$ cat config.mk
export PLATFORM = sky130hd
export DESIGN_NAME = ifetch_queue
export DESIGN_NICKNAME = d
export VERILOG_FILES = /design/src/rtl/ifetch_queue.sv
export SDC_FILE = /design/constraint.sdc
export NUM_CORES = 1
export LEC_CHECK = 0
export ABC_AREA = 1
export BUFFER_PORTS_ARGS = -buffer_cell sky130_fd_sc_hd__buf_2
export CAP_MARGIN = 30
export CORE_ASPECT_RATIO = 0.7
export CORE_MARGIN = 4
export CORE_UTILIZATION = 60
export CTS_BUF_LIST = sky130_fd_sc_hd__clkbuf_8
export DETAILED_ROUTE_END_ITERATION = 7
export HOLD_SLACK_MARGIN = 0.12
export PLACE_DENSITY = 0.91
export SYNTH_ARGS = -nofsm -noshare
export SYNTH_HDL_FRONTEND = slang
export SYNTH_SLANG_ARGS = --single-unit
export TNS_END_PERCENT = 10
$ cat constraint.sdc
create_clock -name clk -period 2.6 [get_ports clk]
set_clock_uncertainty 0.15 [all_clocks]
set_input_delay 0.13 -clock clk [delete_from_list [all_inputs] [get_ports clk]]
set_output_delay 0.13 -clock clk [all_outputs]
set_load 0.05 [all_outputs]
$ cat src/rtl/ifetch_queue.sv
// ----------------------------------------------------------------------------
// ifetch_queue
//
// Instruction fetch stage in front of decode. It owns the fetch PC and issues
// one request at a time to instruction memory over a req/ack handshake with
// variable latency. Returned instructions are tagged with their PC and kept in
// a small first-word-fall-through queue that decode drains over valid/ready.
// A redirect flushes the queue and restarts fetch at redirect_pc. A request
// that is still outstanding when a redirect arrives is drained: its ack is
// awaited and the data dropped.
//
// Ports:
//   clk, rst      clock, synchronous active-high reset
//   imem_req      fetch request, held high until imem_ack
//   imem_addr     fetch address, stable while imem_req is high
//   imem_ack      memory returns imem_rdata this cycle
//   imem_rdata    fetched instruction
//   redirect      flush queue and restart fetch at redirect_pc
//   redirect_pc   redirect target
//   instr_valid   queue head valid
//   instr_ready   decode accepts the head this cycle
//   instr         queue head instruction
//   instr_pc      PC of the queue head
//   fetch_pc      next address to fetch
//   stall_cnt     (IFQ_STATS_EN only) saturating count of cycles without a
//                 valid head; cleared by rst and redirect
//
// Build option: define IFQ_STATS_EN to add the stall_cnt output.
// ----------------------------------------------------------------------------
module ifetch_queue #(
    parameter int DEPTH   = 4,
    parameter int ADDR_W  = 8,
    parameter int INSTR_W = 12
) (
    input  logic               clk,
    input  logic               rst,
    output logic               imem_req,
    output logic [ADDR_W-1:0]  imem_addr,
    input  logic               imem_ack,
    input  logic [INSTR_W-1:0] imem_rdata,
    input  logic               redirect,
    input  logic [ADDR_W-1:0]  redirect_pc,
    output logic               instr_valid,
    input  logic               instr_ready,
    output logic [INSTR_W-1:0] instr,
    output logic [ADDR_W-1:0]  instr_pc,
`ifdef IFQ_STATS_EN
    output logic [15:0]        stall_cnt,
`endif
    output logic [ADDR_W-1:0]  fetch_pc
);

    localparam int PTR_W = (DEPTH > 1) ? $clog2(DEPTH) : 1;
    localparam int CNT_W = PTR_W + 1;
    localparam logic [CNT_W-1:0] DEPTH_C = CNT_W'(DEPTH);

    typedef enum logic [1:0] {
        IDLE  = 2'd0,
        WAIT  = 2'd1,
        DRAIN = 2'd2
    } state_e;

    state_e              state_q, state_d;
    logic [ADDR_W-1:0]   fetch_pc_q, fetch_pc_d;
    logic [ADDR_W-1:0]   req_addr_q, req_addr_d;
    logic [CNT_W-1:0]    count_q, count_d;
    logic [PTR_W-1:0]    rd_ptr_q, rd_ptr_d;
    logic [PTR_W-1:0]    wr_ptr_q, wr_ptr_d;
    logic [INSTR_W-1:0]  mem_instr_q [DEPTH];
    logic [INSTR_W-1:0]  mem_instr_d [DEPTH];
    logic [ADDR_W-1:0]   mem_pc_q    [DEPTH];
    logic [ADDR_W-1:0]   mem_pc_d    [DEPTH];
    logic                push_s;
    logic                pop_s;

    // Request / queue outputs decoded from registered state
    assign imem_req    = (state_q == WAIT) || (state_q == DRAIN);
    // req_addr_q equals fetch_pc_q throughout WAIT and holds the old address in DRAIN
    assign imem_addr   = imem_req ? req_addr_q : {ADDR_W{1'b0}};
    assign instr_valid = (count_q != {CNT_W{1'b0}});
    assign instr       = mem_instr_q[rd_ptr_q];
    assign instr_pc    = mem_pc_q[rd_ptr_q];
    assign fetch_pc    = fetch_pc_q;

    // Fetch FSM next-state, fetch PC and push decision
    always_comb begin
        state_d    = state_q;
        fetch_pc_d = fetch_pc_q;
        req_addr_d = req_addr_q;
        push_s     = 1'b0;
        case (state_q)
            IDLE: begin
                if (redirect) begin
                    fetch_pc_d = redirect_pc;
                end else if (count_q < DEPTH_C) begin
                    state_d    = WAIT;
                    req_addr_d = fetch_pc_q;
                end else begin
                    state_d = IDLE;
                end
            end
            WAIT: begin
                if (redirect) begin
                    fetch_pc_d = redirect_pc;
                    // an unanswered request must still be drained
                    state_d    = imem_ack ? IDLE : DRAIN;
                end else if (imem_ack) begin
                    push_s     = 1'b1;
                    fetch_pc_d = fetch_pc_q + ADDR_W'(1'b1);
                    state_d    = IDLE;
                end else begin
                    state_d = WAIT;
                end
            end
            DRAIN: begin
                if (redirect) begin
                    fetch_pc_d = redirect_pc;
                end else begin
                    fetch_pc_d = fetch_pc_q;
                end
                // the ack closes the stale request even if a redirect arrives with it
                if (imem_ack) begin
                    state_d = IDLE;
                end else begin
                    state_d = DRAIN;
                end
            end
            default: begin
                state_d = IDLE;
            end
        endcase
    end

    // Queue pointers, occupancy and storage write; redirect flush wins over push/pop
    always_comb begin
        pop_s       = instr_valid && instr_ready && !redirect;
        count_d     = count_q;
        rd_ptr_d    = rd_ptr_q;
        wr_ptr_d    = wr_ptr_q;
        mem_instr_d = mem_instr_q;
        mem_pc_d    = mem_pc_q;
        if (redirect) begin
            count_d  = {CNT_W{1'b0}};
            rd_ptr_d = {PTR_W{1'b0}};
            wr_ptr_d = {PTR_W{1'b0}};
        end else begin
            if (push_s) begin
                mem_instr_d[wr_ptr_q] = imem_rdata;
                mem_pc_d[wr_ptr_q]    = req_addr_q;
                wr_ptr_d              = wr_ptr_q + PTR_W'(1'b1);
            end else begin
                wr_ptr_d = wr_ptr_q;
            end
            if (pop_s) begin
                rd_ptr_d = rd_ptr_q + PTR_W'(1'b1);
            end else begin
                rd_ptr_d = rd_ptr_q;
            end
            case ({push_s, pop_s})
                2'b10:   count_d = count_q + CNT_W'(1'b1);
                2'b01:   count_d = count_q - CNT_W'(1'b1);
                default: count_d = count_q;
            endcase
        end
    end

    // State, PC and queue registers with synchronous reset
    always_ff @(posedge clk) begin
        if (rst) begin
            state_q    <= IDLE;
            fetch_pc_q <= {ADDR_W{1'b0}};
            req_addr_q <= {ADDR_W{1'b0}};
            count_q    <= {CNT_W{1'b0}};
            rd_ptr_q   <= {PTR_W{1'b0}};
            wr_ptr_q   <= {PTR_W{1'b0}};
            for (int i = 0; i < DEPTH; i++) begin
                mem_instr_q[i] <= {INSTR_W{1'b0}};
                mem_pc_q[i]    <= {ADDR_W{1'b0}};
            end
        end else begin
            state_q     <= state_d;
            fetch_pc_q  <= fetch_pc_d;
            req_addr_q  <= req_addr_d;
            count_q     <= count_d;
            rd_ptr_q    <= rd_ptr_d;
            wr_ptr_q    <= wr_ptr_d;
            mem_instr_q <= mem_instr_d;
            mem_pc_q    <= mem_pc_d;
        end
    end

`ifdef IFQ_STATS_EN
    logic [15:0] stall_cnt_q, stall_cnt_d;

    assign stall_cnt = stall_cnt_q;

    // Saturating count of cycles with no valid head; redirect clears it
    always_comb begin
        if (redirect) begin
            stall_cnt_d = 16'h0000;
        end else if (!instr_valid && (stall_cnt_q != 16'hFFFF)) begin
            stall_cnt_d = stall_cnt_q + 16'h0001;
        end else begin
            stall_cnt_d = stall_cnt_q;
        end
    end

    // Stall counter register
    always_ff @(posedge clk) begin
        if (rst) begin
            stall_cnt_q <= 16'h0000;
        end else begin
            stall_cnt_q <= stall_cnt_d;
        end
    end
`endif

endmodule
==> results.py, run 1 <==
metrics = {
    "power_and_ir_drop": {
        "switching_share": 0.278,
        "comb_power_share": 0.141,
        "power_frac_seq": 0.501,
        "clkPwrFrac": 0.357,
        "irDropWorstVdd_uv": 392,
        "p_leak_nw": 2.26,
        "internal_power_mw": 2.45,
        "p_per_area_nw_per_um2": 598,
        "switchingPower_uw": 945,
    },
    "yosys": {
        "synth.avg_cell_area_um2": 7.21,
        "synth_fa_ha_area_frac": 0.0296,
        "yosysWarnings": 0,
        "synth.most_common_cell": "nand2_1",
        "syn_area_um2": 4900,
        "async_flop_share": 0,
        "synth-edff-count": 0,
        "yosys.area_share.xor_xnor": 0.00179,
        "synth-simple-area-share": 0.257,
        "synth-main-ff-cell": "dfxtp_1",
        "synth_top_area_frac": 0.429,
        "synthTopCellsByArea": "dfxtp_1 (43%), a21oi_1 (10%), nand2_1 (9.6%)",
        "synth-seq-cells": 105,
        "syn_inst": 680,
        "synthTopCellsByCount": "nand2_1 (126), dfxtp_1 (105), a21oi_1 (100)",
        "yosys.area.top_type": "dfxtp_1",
        "syn_nets": 716,
        "synth_compound_area_frac": 0.196,
        "synth_top_family_by_area": "simple AND/OR/NAND/NOR gates",
        "synthMuxAreaShare": 0,
        "seq_area_frac_synth": 0.429,
        "ys_types": 27,
    },
    "critical_path": {
        "worst-path-buf-inv": 2,
        "cp_common_cell": "nand2_1",
        "reg2reg_slack_ns": 0.24,
        "worstReg2RegEnd": "mem_instr_q[29]$_SDFFE_PP0P_",
        "path_max_fanout": 57,
        "slowest_stage": "buf_4",
        "critical_path.endpoint_type": "register",
        "cp.required_ns": 2.70,
        "crit_type": "register to register",
        "rr_worst_depth": 8,
        "arrival_ns": 2.47,
        "rr_startpoint": "state_q[1]$_SDFFE_PP0P_",
        "crit_chain": "inv_1 > ha_1 > nand2_1 > nor2_4 > buf_4 > nand2_2 > nand2_1 > a21oi_1",
        "critPathTopFamily": "simple AND/OR/NAND/NOR gates",
        "worstSetupStartpointType": "register",
        "slowest_delay_ns": 0.50,
    },
    "global_route": {
        "track_usage": 0.300,
        "grt_max_degree": 58,
        "antenna_found_initial": 0,
        "grt_overflow": 0,
        "grt_first_pass_wirelength_um": 23600,
        "grt_pass1_vias": 5022,
    },
    "floorplanning": {
        "die_w_um": 116,
        "num_io_pins": 63,
        "core_area_um2": 7910,
        "fp.dieH_um": 83.6,
        "dieArea_um2": 9700,
        "start_util": 0.620,
        "num_rows": 27,
    },
    "placed_design": {
        "place_ws_ns": 0.317,
        "place_hpwl_um": 8710,
        "place.gp.congestion": 0.882,
        "io_buffers": 62,
    },
    "final_layout": {
        "num-nets-final": 781,
        "areaGrowthSynthToFinish_pct": 15.9,
        "fillers": 588,
        "drive_gt1_frac": 0.140,
    },
    "detailed_routing": {
        "dr.pass1.iters": 6,
        "ant_nets": 0,
        "wl_per_cell_um": 16.6,
        "drtIter0Drc": 710,
        "num_vias": 5201,
        "route.detailed.drc": 0,
        "viasPerCell": 6.10,
        "routed_wl_um": 14200,
    },
    "cts": {
        "h-tree-depth": 3,
        "cts_buffer_depth": 2,
        "cts_resized": 0,
        "tritoncts": "yes",
        "cts_setup_buffers": 0,
        "clk_pin_slew_ns": 0.10,
        "clk_latency_ns": 0.38,
        "clock_sinks": 105,
        "cts_root_buffer": "clkbuf_8",
        "numCtsBuffers": 9,
    },
    "timing": {
        "period_minus_slack_ns": 2.36,
        "hold_viol": 0,
        "slew_headroom": 0.603,
        "tightest_slew_ns": 0.596,
        "rsz0062_at_grt": "no",
        "worst_slack_ns": 0.236,
        "setup_viol": 0,
        "fmax_ghz": 0.423,
        "slew_violations": 0,
        "fin_setup_tns_ns": 0,
        "fin_crit_sh": 0.909,
    },
    "worst_hold_path": {
        "hold_path.class": "register to register",
        "min_to": "mem_pc_q[20]$_SDFFE_PP0P_",
        "hold_depth": 2,
        "hp-start": "mem_pc_q[20]$_SDFFE_PP0P_",
    },
    "outcome": {
        "status": "completed",
    },
    "run": {
        "max-cap-violations": 0,
    },
}
-- state kept, by name (all words and copies together), names as in the netlist --
register,count
mem_pc_q,32
state_q,2
req_addr_q,8
fetch_pc,8
mem_instr_q,48
rd_ptr_q,2
wr_ptr_q,2
count_q,3
-- worst register-to-register path, stage by stage (launching register included) --
cell	delay, ns
dfxtp_1	0.35
inv_1	0.08
ha_1	0.20
nand2_1	0.13
nor2_4	0.11
buf_4	0.50
nand2_2	0.46
nand2_1	0.18
a21oi_1	0.08
-- worst max-delay path by stage --
stage / startpoint / to / cells past startpoint
2_1_floorplan: count_q[0]$_SDFFE_PP0P_ / count_q[2]$_SDFFE_PP0P_ / 11
3_3_place_gp: state_q[1]$_SDFFE_PP0P_ / count_q[2]$_SDFFE_PP0P_ / 12
3_5_place_dp: state_q[1]$_SDFFE_PP0P_ / mem_instr_q[26]$_SDFFE_PP0P_ / 8
4_1_cts: state_q[1]$_SDFFE_PP0P_ / mem_instr_q[29]$_SDFFE_PP0P_ / 8
5_1_grt: state_q[1]$_SDFFE_PP0P_ / mem_instr_q[26]$_SDFFE_PP0P_ / 8
6_report: state_q[1]$_SDFFE_PP0P_ / mem_instr_q[29]$_SDFFE_PP0P_ / 8
-- logic make-up (layout without fill, tap and decap cells) --
logic type,count (synthesis),count (layout)
and+or+nand+nor,291,291
AOI/OAI and AO/OA,185,185
adders and majority gates,11,11
xor gates and xnor gates,1,1
other,0,1
buffers and inverters,87,157
DFF,105,105
-- power by group through the flow --
stage | Combinational, mW | Clock (mW) | Sequential, mW
after CTS | 0.472 | 1.22 | 1.70
after detailed placement | 0.439 | 0 | 1.74
after floorplan | 0.290 | 0 | 1.78
final | 0.481 | 1.21 | 1.70
after global placement | 0.425 | 0 | 1.73
after global routing | 0.519 | 1.29 | 1.71
-- cell type report --
class                      count  area [µm²]  area share
multi-input combinational    488        2370       0.417
sequential                   105        2100       0.370
timing repair buffer         106         703       0.124
clock buffer                  10         138      0.0242
inverter                      35         134      0.0236
tap                          101         126      0.0222
clock inverter                 6         106      0.0187
antenna                        1        2.50    0.000440
-- layer usage --
layer | up-vias | global-route usage | wire [µm]
li1 | 2403 | - | -
met2 | 342 | 0.468 | 6510
met3 | 56 | 0.0891 | 1620
met4 | 0 | 0.141 | 483
met5 | - | 0 | 0
met1 | 2400 | 0.380 | 5550
-- timing repair --
item                                    CTS  global route
endpoints found under the setup margin    0             0
hold endpoints to repair                 66             0
hold buffers                             25             0
-- cell usage in the layout (no fill, tap or decap), types with 2 or more instances in the layout --
master and count:
a21oi_1 100, buf_2 62, buf_4 19, bufinv_16 3, clkbuf_8 10, dfxtp_1 105
dlygate4sd3_1 25, ha_1 10, inv_1 35, nand2_1 126, nand2_2 2, nand3_1 90
nor2_1 67, o21ai_0 63, o22ai_1 20
-- per-stage QoR --
step	utilization	total power [mW]	std cells	instance area [µm²]	hold WS (ns)
floorplan	-	2.07	680	4900	0.144
global placement	0.656	2.16	810	5190	0.287
detailed placement	0.656	2.18	810	5190	0.296
CTS	0.719	3.39	851	5680	0.314
global route	0.719	3.52	851	5680	0.332
finish	0.719	3.40	852	5680	0.315
(Power assumes the default switching activity.)
==> run 2: changes to the inputs <==
==> constraint.sdc (replaced) <==
create_clock -name clk -period 2.6 [get_ports clk]
set_clock_uncertainty 0.15 [all_clocks]
set_input_delay 0.13 -clock clk [delete_from_list [all_inputs] [get_ports clk]]
set_output_delay 0.13 -clock clk [all_outputs]
set_load 0.02 [all_outputs]
==> results.py, run 2 (synthesis gave the netlist of run 1 again) <==
metrics = {
    "power_and_ir_drop": {
        "clkPwrFrac": 0.324,
        "comb_power_share": 0.130,
        "power_frac_seq": 0.546,
        "switchingPower_uw": 863,
        "p_per_area_nw_per_um2": 555,
        "internal_power_mw": 2.25,
        "p_leak_nw": 2.22,
        "switching_share": 0.277,
        "irDropWorstVdd_uv": 422,
    },
    "placed_design": {
        "place.gp.congestion": 0.876,
        "place_hpwl_um": 8450,
        "io_buffers": 62,
        "dpl_cell_area_um2": 5160,
    },
    "global_route": {
        "antenna_found_initial": 0,
        "grt_first_pass_wirelength_um": 22500,
        "grt_max_degree": 85,
        "grt_pass1_vias": 4732,
        "grt_overflow": 0,
        "track_usage": 0.285,
    },
    "timing": {
        "fmax_ghz": 0.418,
        "rsz0062_at_grt": "no",
        "fin_crit_sh": 0.920,
        "slew_violations": 0,
        "tightest_slew_ns": 0.869,
        "hold_viol": 0,
        "fin_setup_tns_ns": 0,
        "period_minus_slack_ns": 2.39,
        "whs_ns": 0.314,
        "setup_viol": 0,
        "slew_headroom": 0.421,
    },
    "critical_path": {
        "worstSetupStartpointType": "register",
        "arrival_ns": 2.46,
        "path_max_fanout": 52,
        "crit_type": "register to register",
        "cp.required_ns": 2.67,
        "critical_path.endpoint_type": "register",
    },
    "detailed_routing": {
        "wl_per_cell_um": 16.1,
        "viasPerCell": 5.99,
        "route.detailed.drc": 0,
        "drtIter0Drc": 633,
        "dr.pass1.iters": 6,
        "ant_nets": 0,
        "routed_wl_um": 13600,
        "num_vias": 5080,
    },
    "final_layout": {
        "final_common_cell": "nand2_1",
        "areaGrowthSynthToFinish_pct": 14.4,
        "largest_reg_flops": 48,
        "reg_top3": "mem_instr_q: 48 flops, mem_pc_q: 32 flops",
        "largest_register": "mem_instr_q",
        "n_antenna_cell": 0,
        "final_cell_mix": "nand2_1 (126), dfxtp_1 (105), a21oi_1 (100), nand3_1 (90), nor2_1 (67)",
        "final_cell_area_um2": 5610,
        "num-nets-final": 778,
        "drive_gt1_frac": 0.138,
    },
    "run": {
        "max-cap-violations": 0,
    },
    "floorplanning": {
        "num_rows": 27,
        "fp.dieH_um": 83.6,
        "dieArea_um2": 9700,
        "start_util": 0.620,
        "num_io_pins": 63,
        "core_area_um2": 7910,
        "die_w_um": 116,
    },
    "cts": {
        "clk_pin_slew_ns": 0.10,
        "h-tree-depth": 3,
        "tritoncts": "yes",
        "numCtsBuffers": 9,
        "clock_sinks": 105,
        "cts_root_buffer": "clkbuf_8",
        "cts_resized": 0,
        "clk_latency_ns": 0.37,
        "cts_buffer_depth": 2,
        "cts_setup_buffers": 0,
        "cts_hold_repair.buffers": 25,
    },
    "outcome": {
        "status": "completed",
    },
    "worst_hold_path": {
        "hold_path.class": "register to register",
    },
}
## run 2: changes by cell type in the layout (fill, tap and decap cells not counted), sizes merged
cell,delta
buf,-3
diode,-1
clkinvlp,+2
bufinv,-2
inv,-2
clkinv,+2
## run 2: final timing paths
check	start	endpoint	slack, ns	depth (start not counted)
hold reg to reg	mem_instr_q[28]$_SDFFE_PP0P_	mem_instr_q[28]$_SDFFE_PP0P_	0.31	2
setup / recovery	state_q[1]$_SDFFE_PP0P_	mem_instr_q[15]$_SDFFE_PP0P_	0.21	9
setup reg to reg	state_q[1]$_SDFFE_PP0P_	mem_instr_q[15]$_SDFFE_PP0P_	0.21	9
hold / removal	mem_instr_q[28]$_SDFFE_PP0P_	mem_instr_q[28]$_SDFFE_PP0P_	0.31	2
## run 2: worst max-delay path: stages, from the launching register on
cell	delay (ns)
dfxtp_1	0.36
inv_1	0.10
ha_1	0.21
nand2_1	0.14
nor2_4	0.12
buf_4	0.44
nand2_1	0.27
buf_4	0.29
nand2_1	0.10
a21oi_1	0.06
## run 2: layout make-up
type | instances | area, µm²
clock buffer | 10 | 138
clock inverter | 6 | 58.8
fill | 605 | 2290
inverter | 35 | 134
multi-input combinational | 488 | 2370
sequential | 105 | 2100
tap | 101 | 126
timing repair buffer | 103 | 681
## run 2: layer usage
layer / track usage / vias up / routed length [µm] / share of wire
li1: - / 2396 / - / -
met2: 0.445 / 334 / 6290 / 0.46
met5: 0 / - / 0 / 0
met3: 0.0826 / 43 / 1660 / 0.12
met1: 0.379 / 2307 / 5350 / 0.39
met4: 0.0927 / 0 / 327 / 0.024
## run 2: stage by stage
stage / setup WS [ns] / utilization / instances / power, mW
after global placement: 0.414 / 0.653 / 807 / 2.08
after floorplan: 0.341 / - / 680 / 1.99
after CTS: 0.274 / 0.710 / 848 / 3.11
after detailed placement: 0.316 / 0.653 / 807 / 2.10
after global routing: 0.0368 / 0.710 / 848 / 3.24
final: 0.208 / 0.710 / 848 / 3.12
## run 2: power groups by stage
stage	Clock, mW	Combinational, mW	Sequential (mW)
after floorplan	0	0.248	1.74
after global placement	0	0.347	1.73
after detailed placement	0	0.364	1.74
after CTS	1.02	0.394	1.70
after global routing	1.09	0.442	1.71
final	1.01	0.404	1.70
